### src/rtl/rx_control_module_pkg.sv
// Shared definitions for the UART receive path: FSM encoding, frame width
// default and the 50 MHz / 9600 bps baud counter constants.
package rx_control_module_pkg;

   localparam int DATA_BITS_DEF = 8;
   localparam int BPS_FULL      = 5208;
   localparam int BPS_HALF      = 2604;

   typedef enum logic [2:0] {
      IDLE      = 3'd0,
      START     = 3'd1,
      DATA      = 3'd2,
      STOP      = 3'd3,
      WAIT_HIGH = 3'd4
   } rx_state_e;

endpackage

### src/rtl/rx_h2l_detect.sv
// Two-flop synchronizer for the raw serial line plus a history flop that
// flags a high-to-low transition of the synchronized line.
module rx_h2l_detect (
   input  logic CLK,
   input  logic RST,
   input  logic Pin_In,
   output logic H2L_Sig,
   output logic Pin_Sync
);

   logic sync_1;
   logic sync_2;
   logic hist;

   // Preset to the idle-high level so reset release never looks like an edge.
   always_ff @(posedge CLK) begin
      if (RST) begin
         sync_1 <= 1'b1;
         sync_2 <= 1'b1;
         hist   <= 1'b1;
      end else begin
         sync_1 <= Pin_In;
         sync_2 <= sync_1;
         hist   <= sync_2;
      end
   end

   assign Pin_Sync = sync_2;
   assign H2L_Sig  = hist & ~sync_2;

endmodule

### src/rtl/rx_control_module.sv
// UART frame receiver: start/data/stop sequencing driven by an external
// mid-bit strobe, with framing-error detection and break lockout.
module rx_control_module
   import rx_control_module_pkg::*;
#(
   parameter int DATA_BITS = DATA_BITS_DEF
) (
   input  logic       CLK,
   input  logic       RST,
   input  logic       RX_Pin_In,
   input  logic       RX_En,
   input  logic       BPS_CLK,
   output logic       Count_Sig,
   output logic [7:0] RX_Data,
   output logic       RX_Done_Sig,
   output logic       Frame_Err,
   output logic [2:0] state_dbg
);

   localparam logic [2:0] LAST_IDX = 3'(DATA_BITS - 1);

   // RX_Done_Sig is a valid-only strobe: RX_Data is stable from that cycle
   // until the next strobe and there is no ready/backpressure path.

   rx_state_e              state;
   rx_state_e              state_next;
   logic                   h2l;
   logic                   pin_sync;
   logic [DATA_BITS-1:0]   shift_reg;
   logic [2:0]             bit_idx;
   logic                   shift_en;
   logic                   load_en;
   logic                   err_en;

   rx_h2l_detect u_h2l (
      .CLK      (CLK),
      .RST      (RST),
      .Pin_In   (RX_Pin_In),
      .H2L_Sig  (h2l),
      .Pin_Sync (pin_sync)
   );

   always_ff @(posedge CLK) begin
      if (RST) state <= IDLE;
      else     state <= state_next;
   end

   always_comb begin
      state_next = state;
      Count_Sig  = 1'b0;
      shift_en   = 1'b0;
      load_en    = 1'b0;
      err_en     = 1'b0;
      case (state)
         IDLE: begin
            if (RX_En && h2l) state_next = START;
         end
         START: begin
            Count_Sig = 1'b1;
            if (BPS_CLK) state_next = pin_sync ? IDLE : DATA;
         end
         DATA: begin
            Count_Sig = 1'b1;
            if (BPS_CLK) begin
               shift_en = 1'b1;
               if (bit_idx == LAST_IDX) state_next = STOP;
            end
         end
         STOP: begin
            Count_Sig = 1'b1;
            if (BPS_CLK) begin
               if (pin_sync) begin
                  load_en    = 1'b1;
                  state_next = IDLE;
               end else begin
                  err_en     = 1'b1;
                  state_next = WAIT_HIGH;
               end
            end
         end
         WAIT_HIGH: begin
            if (pin_sync) state_next = IDLE;
         end
         default: state_next = IDLE;
      endcase
   end

   // Pulses are registered so they land in the first cycle of IDLE/WAIT_HIGH,
   // i.e. the same cycle Count_Sig drops.
   always_ff @(posedge CLK) begin
      if (RST) begin
         shift_reg   <= '0;
         bit_idx     <= 3'd0;
         RX_Data     <= 8'd0;
         RX_Done_Sig <= 1'b0;
         Frame_Err   <= 1'b0;
      end else begin
         RX_Done_Sig <= load_en;
         Frame_Err   <= err_en;
         if (shift_en) begin
            shift_reg <= {pin_sync, shift_reg[DATA_BITS-1:1]};
            bit_idx   <= (bit_idx == LAST_IDX) ? 3'd0 : bit_idx + 3'd1;
         end
         if (load_en) RX_Data <= 8'(shift_reg);
      end
   end

   assign state_dbg = state;

endmodule

### config.mk
export PLATFORM = sky130hd
export DESIGN_NAME = rx_control_module
export DESIGN_NICKNAME = d
export VERILOG_FILES = /design/src/rtl/rx_control_module_pkg.sv /design/src/rtl/rx_h2l_detect.sv /design/src/rtl/rx_control_module.sv
export SDC_FILE = /design/constraint.sdc
export NUM_CORES = 1
export LEC_CHECK = 0
export CAP_MARGIN = 5
export CELL_PAD_IN_SITES_DETAIL_PLACEMENT = 1
export CELL_PAD_IN_SITES_GLOBAL_PLACEMENT = 1
export CORE_ASPECT_RATIO = 1.25
export CORE_MARGIN = 2
export CORE_UTILIZATION = 39
export DETAILED_ROUTE_END_ITERATION = 6
export GPL_ROUTABILITY_DRIVEN = 0
export GPL_TIMING_DRIVEN = 0
export PLACE_DENSITY = 0.85
export RECOVER_POWER = 50
export SYNTH_ARGS = -nofsm -noshare
export SYNTH_HDL_FRONTEND = slang
export SYNTH_SLANG_ARGS = --single-unit
### constraint.sdc
create_clock -name CLK -period 1.8 [get_ports CLK]
set_input_delay 0.36 -clock CLK [delete_from_list [all_inputs] [get_ports CLK]]
set_output_delay 0.36 -clock CLK [all_outputs]
set_load 0.005 [all_outputs]
==> results.ini, run 1 <==
[sta]
rsz0062_at_grt=false
slew_headroom_pct=70.0
period_share_pct=95.6
drv_slew=0
timing.final.hold_violations=0
clock.fmax_mhz=581
tightest_slew_ns=0.450
setup_viol=0
setup_slack_ns=0.0801
skew_ns=0.00385
period_needed_ns=1.72

[placed_design]
io_buffers=18
hpwlAfterDp_mm=1.78
pre_cts_slack_ns=-0.0670

[cts]
clkTransAtPathRegs_ns=0.14
root_buffer=clkbuf_4
clock-sinks=27
htree_num_levels=1
clk_latency_ns=0.32
cts_inserted_buffers=3
tritoncts=yes
cts_buffer_depth=2

[critical_path]
required_ns=1.44
worstPathCellList=buf_4 > clkdlybuf4s50_1
timing.critical_path.slowest_stage_cell=clkdlybuf4s50_1
startpoint=state_dbg[2]$_SDFFE_PP0P_
reg2reg_slack_ns=0.27
worstPathMaxFanout=9
rr_startpoint=state_dbg[2]$_SDFFE_PP0P_
end_kind=output port
worstReg2RegEnd=bit_idx[1]$_SDFFE_PP0P_
worstPathArrival_ns=1.36
cpPeakStageDelay_ns=0.51
endpoint=state_dbg[2]
crit_type=flip-flop to output port
rr_worst_depth=5
critPathLaunchType=flip-flop

[routing]
ant_nets=0
vias=931
wl_per_cell_um=13.5
first_pass_iters=4
drt-initial-drc-count=16
drc=0
vias_per_cell=5.17
finalWirelength_mm=2.44

[final_layout]
drive_gt1_share_pct=9.72
multi_input_area_um2=531
register_area_um2=542
fin_util_pct=47.6
area_growth_pct=19.2
layout.nets=152
fill_cells=343
num_antenna_cells=0

[floorplan]
die_h_um=64.8
dieArea_mm2=0.00341
die_w_um=52.6
ios=19
fp-row-count=22
start_util_pct=39.9
core_mm2=0.00289

[global_routing]
grt_pass1_vias=966
grt_max_degree=16
grt-ovfl-total=0
grt_pass1_wl_mm=4.26
grt_use_total_pct=15.9
grt_antenna_before_repair=0

[outcome]
status=complete, no violations

[pwr]
worst_ir_drop_vdd_uv=362
p_leak_uw=0.000467
p_per_area_mw_per_mm2=787

[synth]
syn-num-nets=128
synth_seq_cells=27
synth_warnings=0
synth_cells=121
ys_types=28
avgSynthCellArea_um2=9.53
ys_seq_area_share_pct=46.9
syn_area_mm2=0.00115

[hold_path]
worstHoldPathType=flip-flop to flip-flop

[run]
cap_violations=0

[metal layers]
| layer | vias to the layer above | global-route usage [%] | part of all wire (%) |
|---|---|---|---|
| li1 | 460 | - | - |
| met1 | 454 | 20.8 | 46 |
| met2 | 15 | 27.3 | 52 |
| met3 | 2 | 2.07 | 2.1 |
| met4 | 0 | 3.85 | 0.49 |
| met5 | - | 0 | 0 |
[where the power goes]
part           internal [uW]  switching (uW)  total, uW
clock network           83.3             176        260
logic                    112            87.7        200
registers                613            9.84        622
total                    808             274       1080
[final cells by class]
cell class,instances,share of cell area [%]
flip-flops and latches,27,39.4
multi-input cells,85,38.6
repair buffers,19,13.6
well taps,36,3.28
plain buffers,9,3.18
clock buffers,3,1.64
clock inverters,1,0.364
[what timing repair did]
action,in CTS,in global routing
setup endpoints to repair,1,0
hold buffers,0,0
gates resized for setup,5,0
setup buffers,1,0
[metrics by stage]
step / power, uW / cell area (um^2) / setup TNS (ns) / cells / hold WS [ns]
floorplan: 767 / 1150 / 0 / 121 / 0.383
global placement: 839 / 1380 / -0.420 / 175 / 0.387
detailed placement: 845 / 1380 / -0.582 / 175 / 0.397
CTS: 1100 / 1420 / 0 / 180 / 0.432
global route: 1140 / 1380 / 0 / 180 / 0.479
finish: 1080 / 1380 / 0 / 180 / 0.429
[cell usage in the layout, fill, tap and decap left out, types with 3 or more instances in the layout]
cell type        synthesis  routed
dfxtp_1                 27      26
nand4b_1                 8       8
nand2_1                 21      21
nor2_1                   3       3
or2_1                    3       3
clkdlybuf4s50_1          0      13
clkbuf_4                 0       3
dlygate4sd3_1            0       4
a21oi_1                 11      11
nor2b_1                  3       3
o21ai_0                  2       9
clkbuf_1                 3       6
nand2b_1                 9       9
[critical path, delay by kind of cell (launching register included)]
family,cells,cell delay [ns]
flip-flops,1,0.37
buffers and inverters,2,0.67
[synth_stat cells]
cell	n	area, um^2
nor3_1	1	5.00
buf_4	1	7.51
a32oi_2	1	16.3
o21ba_2	1	10.0
o21ai_2	8	70.1
nor2b_1	3	18.8
dfxtp_1	27	541
nor4bb_1	1	10.0
buf_2	3	15.0
nor3b_1	2	15.0
nor2_1	3	11.3
a21oi_1	11	55.1
o21ai_0	2	10.0
mux2i_1	1	10.0
a21oi_2	1	8.76
nand2b_1	9	56.3
and2_1	1	6.26
nand2_1	21	78.8
and4b_1	1	10.0
nand4bb_1	2	22.5
nand3b_2	1	11.3
or2_1	3	18.8
buf_6	2	22.5
ha_1	2	25.0
clkbuf_1	3	11.3
or3_1	1	6.26
mux2_1	1	11.3
nand4b_1	8	70.1
[how the worst min path moves through the flow]
stage                                 start                   endpoint  cells past startpoint
floorplan           u_h2l.sync_1$_SDFF_PP1_  u_h2l.Pin_Sync$_SDFF_PP1_                      1
global placement    u_h2l.sync_1$_SDFF_PP1_  u_h2l.Pin_Sync$_SDFF_PP1_                      1
detailed placement  u_h2l.sync_1$_SDFF_PP1_  u_h2l.Pin_Sync$_SDFF_PP1_                      1
CTS                 u_h2l.sync_1$_SDFF_PP1_  u_h2l.Pin_Sync$_SDFF_PP1_                      1
global route        u_h2l.sync_1$_SDFF_PP1_  u_h2l.Pin_Sync$_SDFF_PP1_                      1
finish              u_h2l.sync_1$_SDFF_PP1_  u_h2l.Pin_Sync$_SDFF_PP1_                      1
[cells by family after synthesis]
kind of cell | synth area share, %
AOI/OAI and AO/OA | 14.8
adders and majority gates | 2.17
buffers and inverters | 4.88
DFF | 46.9
muxes | 1.84
and+or+nand+nor | 29.5
No activity file was read; power rests on OpenSTA's default activity.
==> run 2: changes to the inputs <==
MAX_ROUTING_LAYER = met4   (was unset)
RECOVER_POWER = 100   (was 50)
==> run 2 against run 1 <==
Effect of this change: clock skew is 0.0017 ns lower; sequential cell count stayed put; worst hold slack worse by 0.0013 ns; global-route usage is 0.41 points higher; wire length is 0.53% lower; via count is 0.21% higher; critical path type unchanged; largest cell class unchanged.
==> results.ini, run 2 (synthesized netlist as in run 1, its figures left out) <==
[pwr]
p_per_area_mw_per_mm2=781
worst_ir_drop_vdd_uv=366
p_leak_uw=0.000497

[routing]
drc=0
first_pass_iters=4
drt-initial-drc-count=17
wl_per_cell_um=13.5
finalWirelength_mm=2.42
vias=933
ant_nets=0
vias_per_cell=5.18

[sta]
setup_viol=0
setup_slack_ns=0.0769
timing.final.hold_violations=0
rsz0062_at_grt=false
period_needed_ns=1.72
clock.fmax_mhz=580
slew_headroom_pct=70.5
finalSetupTns_ns=0
tightest_slew_ns=0.443
whs_ns=0.427
skew_ns=0.00219
drv_slew=0
period_share_pct=95.7

[global_routing]
grt_max_degree=16
grt_pass1_wl_mm=4.26
grt_use_total_pct=16.4
grt-ovfl-total=0
grt_pass1_vias=965
grt_antenna_before_repair=0

[cts]
cts_buffer_depth=2
clk_latency_ns=0.32
root_buffer=clkbuf_4
htree_num_levels=1
clkTransAtPathRegs_ns=0.14
tritoncts=yes
cts_inserted_buffers=3
cts_hold_buf=0
clock-sinks=27

[critical_path]
required_ns=1.44
reg2reg_slack_ns=0.28
critPathLaunchType=flip-flop
worstReg2RegEnd=bit_idx[1]$_SDFFE_PP0P_
worstPathMaxFanout=9
end_kind=output port
crit_type=flip-flop to output port
critPathTopFamily=buffers and inverters
timing.critical_path.slowest_stage_cell=dlygate4sd3_1
worstPathArrival_ns=1.36
rr_startpoint=state_dbg[2]$_SDFFE_PP0P_
worstPathCellList=dlygate4sd3_1
rr_worst_depth=5
cpPeakStageDelay_ns=0.61
critPathBufInv=1

[placed_design]
pre_cts_slack_ns=-0.0670
io_buffers=18
hpwlAfterDp_mm=1.78

[final_layout]
final_cell_mix=dfxtp_1 (26), nand2_1 (21), dlygate4sd3_1 (13), a21oi_1 (11)
num_antenna_cells=0
area_growth_pct=18.7
drive_gt1_share_pct=9.72
layout.nets=152
mostFrequentLayoutCell=dfxtp_1

[floorplan]
ios=19
core_mm2=0.00289
start_util_pct=39.9
fp-row-count=22
die_h_um=64.8
die_w_um=52.6
dieArea_mm2=0.00341

[outcome]
status=complete, no violations

[hold_path]
worstHoldPathType=flip-flop to flip-flop
min-delay-start=u_h2l.sync_1$_SDFF_PP1_
holdPathEnd=u_h2l.Pin_Sync$_SDFF_PP1_
whs_path_depth=1

[run]
cap_violations=0

[run 2: power breakdown]
part | internal (uW) | switching (uW)
sequential | 612 | 7.62
combinational | 99.0 | 87.4
clock | 83.3 | 179
total | 795 | 274
[run 2: worst max-delay path by stage]
| stage | start | end | slack (ns) | depth (start not counted) |
|---|---|---|---|---|
| after floorplan | bit_idx[0]$_SDFFE_PP0P_ | state_dbg[0]$_SDFFE_PP0P_ | 0.43 | 5 |
| after global placement | RST | shift_reg[3]$_SDFFE_PP0P_ | -0.05 | 4 |
| after detailed placement | RST | shift_reg[7]$_SDFFE_PP0P_ | -0.07 | 4 |
| after CTS | state_dbg[2]$_SDFFE_PP0P_ | state_dbg[2] | 0.07 | 2 |
| after global routing | state_dbg[2]$_SDFFE_PP0P_ | state_dbg[2] | 0.03 | 2 |
| final | state_dbg[1]$_SDFFE_PP0P_ | state_dbg[1] | 0.08 | 1 |
[run 2: final cells by class]
class / instances / area (um^2)
buffer: 9 / 37.5
clock buffer: 3 / 22.5
clock inverter: 1 / 5.00
fill: 343 / 1520
multi-input combinational: 85 / 531
sequential: 27 / 542
tap: 36 / 45.0
timing repair buffer: 19 / 186
[run 2: repair_timing]
action                                  in CTS  in global routing
gates resized for setup                      5                  0
buffers inserted                             1                  0
endpoints found under the setup margin       1                  0
[run 2: metal layers]
metal | GRT usage, % | part of all wire (%) | up-vias
met5 | - | 0 | -
met4 | 3.85 | 0.50 | 0
met3 | 2.07 | 2.0 | 4
met2 | 27.3 | 51 | 10
met1 | 20.8 | 46 | 457
li1 | - | - | 462
[run 2: per-stage QoR]
stage               cells  util, %  cell area (um^2)  total power, uW
CTS                   180     49.1              1420             1100
global placement      175     47.7              1380              839
global route          180     47.4              1370             1120
detailed placement    175     47.7              1380              845
floorplan             121        -              1150              767
finish                180     47.4              1370             1070
==> RTL change 1: new RTL, settings of run 1 <==
Reset style: asynchronous (`RST`), changed in 3 clocked blocks.
--- a/src/rtl/rx_h2l_detect.sv
+++ b/src/rtl/rx_h2l_detect.sv
@@ -15,3 +15,3 @@
    // Preset to the idle-high level so reset release never looks like an edge.
-   always_ff @(posedge CLK) begin
+   always_ff @(posedge CLK or posedge RST) begin
       if (RST) begin
--- a/src/rtl/rx_control_module.sv
+++ b/src/rtl/rx_control_module.sv
@@ -42,3 +42,3 @@
 
-   always_ff @(posedge CLK) begin
+   always_ff @(posedge CLK or posedge RST) begin
       if (RST) state <= IDLE;
@@ -89,3 +89,3 @@
    // i.e. the same cycle Count_Sig drops.
-   always_ff @(posedge CLK) begin
+   always_ff @(posedge CLK or posedge RST) begin
       if (RST) begin
Formal check against the unedited RTL: differs if RST is asserted again (counterexample within 4 cycles, from zero or initial values and one cycle with RST high); with RST held inactive, the same outputs for 10 cycles.
==> RTL change 1 against run 1 <==
- via count down 29%
- sequential cell count unchanged
- wire length decreased by 15%
- worst setup slack got worse by 29 ps
- cell area is 1.2% higher
- synthesized area fell by 6.7%
- cell count shrank 26%
- critical path depth stayed put
- global-route usage fell by 1.6 points
- largest cell class unchanged
- highest routed layer unchanged
Power is not compared: it rests on default switching activity, and its combinational part moved more than twofold at a synthesized area within 25%.
==> RTL change 1: results (changes against run 1) <==
| Metric | Value |
|---|---|
| First-pass GRT wire length | 3430 um (-20%) |
| Status | completed |
| Reg2reg end | RX_Data[4] |
| Vias in the first global route | 703 (-27%) |
| Clock Skew | 1.37 ps (-2.48 ps) |
| Post-Synth Adder-Cell Area | 2.33% (+0.16 points) |
| Vias | 660 (-29%) |
| WP data arrival | 1390 ps (+30 ps) |
| Slew headroom | 32.4% (-38 points) |
| Synth Area in Compound Gates | 1.74% (-13 points) |
| Hold Path Stages | 0 (-1) |
| Global-route usage over all layers | 14.3% (-1.6 points) |
| R2r setup slk | 70 ps (-200 ps) |
| Drt first pass iters | 2 (-2) |
| Setup crit start | state_dbg[1] |
| Largest stage delay, worst path | 480 ps (-30 ps) |
| Hold path startpoint | u_h2l.sync_1 |
| DP HPWL | 1400 um (-21%) |
| Yosys cell types | 20 (-29%) |
| Hold Path Sink | u_h2l.Pin_Sync |
| NumNets Final | 108 (-29%) |
| Most frequent cell after synthesis | dfrtp_1 |
| Initial DRC Count | 4 (-12) |
| Post-synth top cells | dfrtp_1, mux2_2, mux2_4 |
| Largest cells by area after synthesis | dfrtp_1, mux2_4, mux2_2, dfstp_2, ha_1 |
| Share of cells above drive strength 1 | 37.0% (+27 points) |
| Post-place setup slack | -111 ps (-43.6 ps) |
| WL/cell | 15.5 um (+14%) |
| Largest net degree at the start of global routing | 28 (+12) |
| Period minus WS final | 1750 ps (+29.3 ps) |
| Worst r2r src | state_dbg[2] |
| Placed Area | 1300 sq um (-5.8%) |
| Register area share after synthesis | 63.1% (+16 points) |
| Async set-or-reset flop fraction in the synthesized netlist | 100% (+100 points) |
| Worst-case reg-to-reg path depth | 6 (+1) |
## RTL change 1: cell count changes in the layout (fill, tap and decap cells not counted), sizes merged, moves of 4 or more
cell,delta
clkbuf,-6
nand2b,-9
nand2,-19
o21ai,-9
nand4b,-7
dfrtp,+24
mux2,+17
buf,+5
dfxtp,-27
inv,+4
a21oi,-11
## RTL change 1: final cells by class
class                           instances  area, sq um
Sequential cell                        27          682
Buffer                                  2         16.3
Clock buffer                            3         22.5
Timing Repair Buffer                   25          235
Clock inverter                          1         5.00
Tap cell                               34         42.5
Fill cell                             270         1260
Inverter                                4         15.0
Multi-Input combinational cell         38          373
## RTL change 1: cell families (layout without fill, tap and decap cells)
kind of cell	count (synthesis)	after routing
AOI/OAI and AO/OA	3	3
and+or+nand+nor	14	14
adders and majority gates	2	2
buffers and inverters	6	35
DFF	27	27
muxes	19	19
## RTL change 1: power breakdown
group	total, W	switching [W]	internal (W)	leakage (nW)
Combinational	0.000656	0.000227	0.000429	0.328
Clock	0.000261	0.000178	0.0000831	0.0177
Sequential	0.000936	0.000141	0.000795	0.344
## RTL change 1: metal layers
layer  vias up  GRT usage [%]  part of all wire, %
li1        301              -                    -
met1       345           18.6                   43
met2        12           23.9                   53
met3         2           2.15                  2.5
met4         0           5.07                  1.0
met5         -              0                    0
## RTL change 1: stage by stage
stage | hold slack, ps | cells
final | 375 | 134
after global routing | 386 | 134
after CTS | 370 | 130
after detailed placement | 351 | 123
after global placement | 346 | 123
after floorplan | 345 | 71
## RTL change 1: repair_timing
| action | 4_1_cts | 5_1_grt |
|---|---|---|
| endpoints found under the setup margin | 1 | 1 |
| pin swaps | 0 | 0 |
| setup buffers | 3 | 4 |
| resized for setup | 1 | 4 |
| hold buffers | 0 | 0 |
==> RTL change 2: new RTL, settings of run 1 <==
Made on the original files. The package constant `DATA_BITS_DEF` goes from 8 to 12.
--- a/src/rtl/rx_control_module_pkg.sv
+++ b/src/rtl/rx_control_module_pkg.sv
@@ -4,3 +4,3 @@
 
-   localparam int DATA_BITS_DEF = 8;
+   localparam int DATA_BITS_DEF = 12;
    localparam int BPS_FULL      = 5208;
Function: changed (Yosys sat finds a counterexample within 10 cycles, from zero or initial values and one cycle with RST high).
==> RTL change 2 against run 1 <==
- worst setup slack worse by 20 ps
- die area is 6.1% higher
- wire length is 19% higher
- worst hold slack worse by 6.0 ps
- cell area is 8.9% higher
- synthesized cell count is 7.4% higher
- cell count is 6.1% higher
- synthesized area is 6.5% higher
- sequential cell count is 4 higher
- largest cell class unchanged
Power is not compared: it rests on default switching activity, and its combinational part moved more than twofold at a synthesized area within 25%.
==> RTL change 2: results (changes against run 1) <==
| Metric | Value |
|---|---|
| Clock latency on the worst-skew pair | 340 ps (+20 ps) |
| Largest cells by area after synthesis | dfxtp_1, nand2_1, a21oi_1, nand4b_1, o21ai_2 |
| NumNets Final | 160 (+5.3%) |
| H-Tree Level Count | 2 (+1) |
| Worst-case reg-to-reg path depth | 4 (-1) |
| Register area share after synthesis | 50.5% (+3.7 points) |
| Clock transition at path regs | 100 ps (-40 ps) |
| Cts bufs inserted | 5 (+2) |
| Status | completed |
| R2r setup slk | 370 ps (+100 ps) |
| Wire length on met3 | 111 um (+110%) |
| Synth Net Count | 136 (+6.3%) |
| Share of cells above drive strength 1 | 12.3% (+2.5 points) |
| GR Util met3 | 6.73% (+4.7 points) |
| Measured slew at the worst slew-check pin | 508 ps (+57.7 ps) |
| First-pass GRT wire length | 4620 um (+8.3%) |
| Largest net degree at the start of global routing | 11 (-5) |
| Hold_ws | 423 ps (-6.02 ps) |
| Initial DRC Count | 7 (-9) |
| Setup crit end | Count_Sig |
| Post-synth top cells | dfxtp_1, nand2_1, a21oi_1 |
| GRT met1 Usage | 18.0% (-2.8 points) |
| Yosys cell types | 25 (-11%) |
| Vias in the first global route | 1026 (+6.2%) |
| WL/cell | 15.2 um (+12%) |
| DR WL met2 | 1510 um (+20%) |
| Clock Skew | 11.8 ps (+7.95 ps) |
| Post-Route M1 WL | 1190 um (+6.7%) |
## RTL change 2: kinds of logic (layout without fill, tap and decap cells)
group / Yosys count / in the layout / synth area share (%)
buffers and inverters: 9 / 34 / 4.68
multiplexers: 1 / 1 / 0.815
flip-flops: 31 / 31 / 50.5
adder cells (fa/ha/maj): 1 / 1 / 1.02
AO/OA/AOI/OAI: 26 / 26 / 13.7
AND/OR/NAND/NOR: 62 / 62 / 29.2
## RTL change 2: where the power goes
| part | switching [W] | total [W] | internal (W) | leakage (nW) |
|---|---|---|---|---|
| sequential | 0.00000334 | 0.000690 | 0.000687 | 0.252 |
| clock | 0.000246 | 0.000574 | 0.000328 | 0.0482 |
| combinational | 0.0000214 | 0.0000412 | 0.0000198 | 0.203 |
| total | 0.000271 | 0.00131 | 0.00103 | 0.504 |
## RTL change 2: stage by stage
step                      util [%]  worst slack, ps  cells  total power [W]
after floorplan                  -              658    130         0.000731
after global placement        48.6              105    183         0.000748
after detailed placement      48.6             55.7    183         0.000750
after CTS                     51.6             3.75    191          0.00132
after global routing          50.4             17.4    191          0.00136
final                         50.4             60.1    191          0.00131
## RTL change 2: timing repair
action                     CTS  global route
setup endpoints to repair    1             2
buffers inserted             0             0
resized for setup            2             4
## RTL change 2: area by class of cell
| class | instances | area, sq um |
|---|---|---|
| flip-flops and latches | 31 | 629 |
| fillers | 358 | 1480 |
| plain buffers | 9 | 41.3 |
| clock inverters | 2 | 35.0 |
| clock buffers | 6 | 51.3 |
| well taps | 36 | 45.0 |
| repair buffers | 17 | 170 |
| multi-input cells | 90 | 526 |
## RTL change 2: critical path, delay by kind of cell, from the launching register on
family | cells | cell delay, ps
flip-flops | 1 | 400
AND/OR/NAND/NOR | 2 | 140
buffers and inverters | 1 | 500
